## src/rtl/uc_scoreboard.sv

```systemverilog
// rtl/uc_scoreboard.sv - register write scoreboard with flush/drain handshake
// Optional same-cycle writeback bypass: define UCSB_WB_BYPASS_EN.
module uc_scoreboard #(
    parameter int AW    = 6,
    parameter int NREGS = 64,
    parameter int CNTW  = 2
) (
    input  logic          clk,
    input  logic          rst,
    input  logic          issue_valid,
    input  logic          issue_write,
    input  logic [AW-1:0] issue_dest,
    input  logic [AW-1:0] issue_srcA,
    input  logic [AW-1:0] issue_srcB,
    input  logic          wb_valid,
    input  logic [AW-1:0] wb_dest,
    input  logic          flush_req,
    output logic          issue_accept,
    output logic          stall,
    output logic          flush_done,
    output logic [AW:0]   busy_count,
    output logic          wb_error
);

    typedef enum logic [1:0] {RUN, FLUSH_WAIT, FLUSH_DONE} state_t;

    localparam logic [CNTW-1:0] PMAX     = '1;
    localparam logic [CNTW-1:0] PONE     = CNTW'(1);
    localparam logic [AW:0]     BUSY_ONE = (AW+1)'(1);

    state_t          state_q, state_d;
    logic [CNTW-1:0] pend_q [NREGS];
    logic [CNTW-1:0] pend_d [NREGS];
    logic [AW:0]     busy_count_q, busy_count_d;
    logic            wb_error_q, wb_error_d;

    logic rel_a, rel_b, rel_d;
    logic hazard, inc_hit, wb_hit, same_reg;

    // A source is released early only when this cycle's writeback retires its last pending write.
`ifdef UCSB_WB_BYPASS_EN
    assign rel_a = wb_valid && (wb_dest == issue_srcA) && (pend_q[issue_srcA] == PONE);
    assign rel_b = wb_valid && (wb_dest == issue_srcB) && (pend_q[issue_srcB] == PONE);
    assign rel_d = wb_valid && (wb_dest == issue_dest) && (pend_q[issue_dest] == PONE);
`else
    assign rel_a = 1'b0;
    assign rel_b = 1'b0;
    assign rel_d = 1'b0;
`endif

    always_comb begin
        hazard = 1'b0;
        if (pend_q[issue_srcA] != '0 && !rel_a) hazard = 1'b1;
        if (pend_q[issue_srcB] != '0 && !rel_b) hazard = 1'b1;
        if (issue_write && pend_q[issue_dest] == PMAX && !rel_d) hazard = 1'b1;
    end

    assign stall        = issue_valid && (hazard || state_q != RUN);
    assign issue_accept = issue_valid && !stall;

    assign inc_hit  = issue_accept && issue_write && (issue_dest != '0);
    assign wb_hit   = wb_valid && (wb_dest != '0);
    assign same_reg = inc_hit && wb_hit && (issue_dest == wb_dest);

    always_comb begin
        for (int i = 0; i < NREGS; i++) begin
            pend_d[i] = pend_q[i];
        end
        wb_error_d = wb_error_q;
        // An accept and a writeback to the same register cancel out, even from zero.
        if (inc_hit && !same_reg) begin
            pend_d[issue_dest] = pend_q[issue_dest] + PONE;
        end
        if (wb_hit && !same_reg) begin
            if (pend_q[wb_dest] != '0) begin
                pend_d[wb_dest] = pend_q[wb_dest] - PONE;
            end else begin
                wb_error_d = 1'b1;
            end
        end
        busy_count_d = '0;
        for (int i = 0; i < NREGS; i++) begin
            if (pend_d[i] != '0) busy_count_d = busy_count_d + BUSY_ONE;
        end
    end

    always_comb begin
        state_d = state_q;
        case (state_q)
            RUN:        if (flush_req) state_d = FLUSH_WAIT;
            FLUSH_WAIT: if (busy_count_d == '0) state_d = FLUSH_DONE;
            FLUSH_DONE: state_d = RUN;
            default:    state_d = RUN;
        endcase
    end

    always_ff @(posedge clk or posedge rst) begin
        if (rst) begin
            state_q      <= RUN;
            busy_count_q <= '0;
            wb_error_q   <= 1'b0;
            for (int i = 0; i < NREGS; i++) begin
                pend_q[i] <= '0;
            end
        end else begin
            state_q      <= state_d;
            busy_count_q <= busy_count_d;
            wb_error_q   <= wb_error_d;
            for (int i = 0; i < NREGS; i++) begin
                pend_q[i] <= pend_d[i];
            end
        end
    end

    assign flush_done = (state_q == FLUSH_DONE);
    assign busy_count = busy_count_q;
    assign wb_error   = wb_error_q;

endmodule

```

## config.mk

```make
export PLATFORM = sky130hd
export DESIGN_NAME = uc_scoreboard
export DESIGN_NICKNAME = d
export VERILOG_FILES = /design/src/rtl/uc_scoreboard.sv
export SDC_FILE = /design/constraint.sdc
export NUM_CORES = 1
export LEC_CHECK = 0
export ABC_AREA = 0
export BUFFER_PORTS_ARGS = -buffer_cell sky130_fd_sc_hd__buf_4
export CAP_MARGIN = 20
export CELL_PAD_IN_SITES_DETAIL_PLACEMENT = 0
export CELL_PAD_IN_SITES_GLOBAL_PLACEMENT = 1
export CORE_ASPECT_RATIO = 1.1
export CORE_UTILIZATION = 55
export CTS_BUF_LIST = sky130_fd_sc_hd__clkbuf_4
export CTS_CLUSTER_DIAMETER = 60
export DETAILED_ROUTE_END_ITERATION = 8
export PLACE_DENSITY = 0.95
export SLEW_MARGIN = 20
export SYNTH_ARGS = -nofsm -noshare
export SYNTH_HDL_FRONTEND = slang
export SYNTH_SLANG_ARGS = --single-unit
```

## constraint.sdc

```tcl
create_clock -name clk -period 63.2 [get_ports clk]
set_clock_uncertainty 0.15 [all_clocks]
set_input_delay 12.64 -clock clk [delete_from_list [all_inputs] [get_ports clk]]
set_output_delay 12.64 -clock clk [all_outputs]
set_load 0.05 [all_outputs]
```

==> run metrics <==
most frequent CP cell=ha_1; Vias=~23000; Vias/cell=slightly below 7; Netlist Area Pre-Place=around 23000 um^2; routability congestion estimate from global placement=between 1 and 1.5; # hold bufs at CTS=0; Crit-path slowest cell=a2111oi_4; multiplexer share of the synthesized area=0.175; Clock Tree Buf Depth=2; slowest stage delay, CP=between 0.4 and 0.5 ns; Slew headroom=0.249; dpl ws=just over 5 ns; Mean Syn Cell Area=roughly 8 um^2; Layout Cells excl Fill=about 3300; RSZ-0062 raised after global routing=false; Startpoint Class=input port; Std-Cell Rows=between 70 and 80; Setup Crit Path Kind=in -> reg; vias in the first global route=around 22000; total global-route track usage=0.383; GR Overflow Total=0; Num CTS Buffers=17; Iter 0 DRT Violations=around 2300; Slew Viols, Final=0; syn nets=slightly below 3000; post-synthesis adder-cell area fraction=0.0354; # placed instances=about 3300; fin crit share=0.916; Synth async-reset ratio=1.00; post-synthesis simple-gate area fraction=0.227; Root Driver=clkbuf_4; core area=41200 um^2; first-pass GRT wire length=127 mm; postcts setup bufs=0; Setup TNS=0 ns; min cycle time layout=57.91 ns; top-count cell post-synth=nor2_1; post-route ant nets=0; setup violators final=0; clock sinks=138; first drt pass iteration count=8; DR DRC count=0; Mapped Cells=~2800; Worst R2R Path Depth=220; Main synth FF type=dfrtp_1; top cells by count, synth=335 x nor2_1, 232 x nand2_1, 207 x xnor2_1; Synth Area in Compound Gates=0.193; Ports=41; Max Cap Viol=0; #FFs+latches synth=between 100 and 150; fin nets=2859; post-CTS sizing=0; initial core utilization=0.558; WL/cell=24.4 um; pin count of the biggest net entering global routing=77; status=complete, no violations; share of Yosys cell area claimed by the top area cell type=0.150; CTS tree=yes; Req. time, crit path=roughly 64 ns; top cells by area, synth=dfrtp_1 15%, mux2i_1 8.5%, xnor2_1 7.9%; cell accounting for the most synthesized area=dfrtp_1; ratio of cells with drive above 1 in the final layout=0.134; initial antenna violation count=2; Post-Synth XOR/XNOR Area=0.178; Least-Margin Pin Slew=around 1.1 ns; Fmax=0.0173 GHz; Crit Path Max Fanout=32; hold depth=0; DP Wirelength=between 60 and 70 mm; Hold Crit Class=reg -> reg; DIE AREA=42600 um^2; area growth from synthesis to layout=4.20%; final hold viol count=0; worst skew pair latency=approximately 0.63 ns; clk slew on worst S/H paths=approximately 0.12 ns; Ys Warns=0; routed wire length=81.4 mm; die width=a little under 200 um; register area share after synthesis=0.150; PnR worst setup slack=5.29 ns; crit end category=flip-flop; Synth cell types=about 120; Die Y=216 um; Critical Path AT=58.26 ns; H-tree levels=4; IO Port Bufs=40; main combinational cell family by area after synthesis=simple AND/OR/NAND/NOR gates; Post-synth EDFFs=0
## cells by family (layout without fill, tap and decap cells)
kind of cell | count (synthesis) | after routing
AND/OR/NAND/NOR | 1055 | 1055
buffers and inverters | 225 | 190
adder cells (fa/ha/maj) | 65 | 65
XOR/XNOR | 357 | 357
flip-flops | 138 | 138
multiplexers | 341 | 341
other | 0 | 1
AO/OA/AOI/OAI | 624 | 624
## per-layer routing
layer	part of all wire	global-route usage	vias to the layer above
li1	-	-	10200
met1	0.39	0.454	10900
met2	0.46	0.624	1072
met3	0.079	0.0882	372
met4	0.068	0.240	0
met5	0	0	-
## cell type report
cell class                 count  area, um^2
clock inverter                 8        85.1
fill                        3740       17300
tap                          560         701
sequential                   138        3450
antenna                        1        2.50
clock buffer                  17         128
inverter                      82         315
timing repair buffer          83         621
multi-input combinational   2442       18600
## critical path, delay by kind of cell
family / cells / cell delay, ns
and+or+nand+nor: 64 / 8.16
xor gates and xnor gates: 4 / 1.02
buffers and inverters: 21 / 2.42
AOI/OAI and AO/OA: 58 / 12.15
adders and majority gates: 59 / 17.80
muxes: 15 / 3.96
## final timing paths
path,startpoint,to,slack (ns)
max in group asynchronous,rst,pend_q[55],49.51
min reg2reg,pend_q[126],pend_q[126],0.30
max,issue_dest[1],state_q[0],5.29
min in group asynchronous,rst,busy_count[3],11.95
min,pend_q[126],pend_q[126],0.30
max reg2reg,pend_q[36],state_q[0],17.32
## placed cells by master (no fill, tap or decap), drive strengths merged, types with 10 or more instances in the layout
cell,n
nor4,25
nand2,232
nand3b,17
o21ai,90
inv,81
or4,14
mux2,109
nor2b,54
a2111oi,22
a21oi,177
buf,83
nand4,22
mux2i,196
and3,28
xor2,88
nor3,64
o211ai,18
nand3,85
or2,33
a21o,10
a31oi,21
o21a,12
o22ai,18
xnor2,229
a221oi,23
and2,40
nand2b,38
xnor3,33
dfrtp,138
ha,65
a22oi,42
nor2,335
mux4,36
or3,26
a22o,12
nor3b,12
o31ai,13
a211oi,45
clkbuf,17
## metrics by stage
step / area (um^2) / util / hold WS (ns)
after floorplan: 23000 / - / 0.304
after global placement: 23700 / 0.575 / 0.282
after detailed placement: 23700 / 0.575 / 0.280
after CTS: 23900 / 0.580 / 0.309
after global routing: 23900 / 0.581 / 0.340
final: 23900 / 0.581 / 0.304
## registers in the layout, summed over array words and instances, names as in the netlist
name,flops
busy_count,7
pend_q,128
state_q,2
wb_error,1
Power is not shown: default switching activity piles up to over one toggle a cycle in this logic, so the estimate is an artifact.
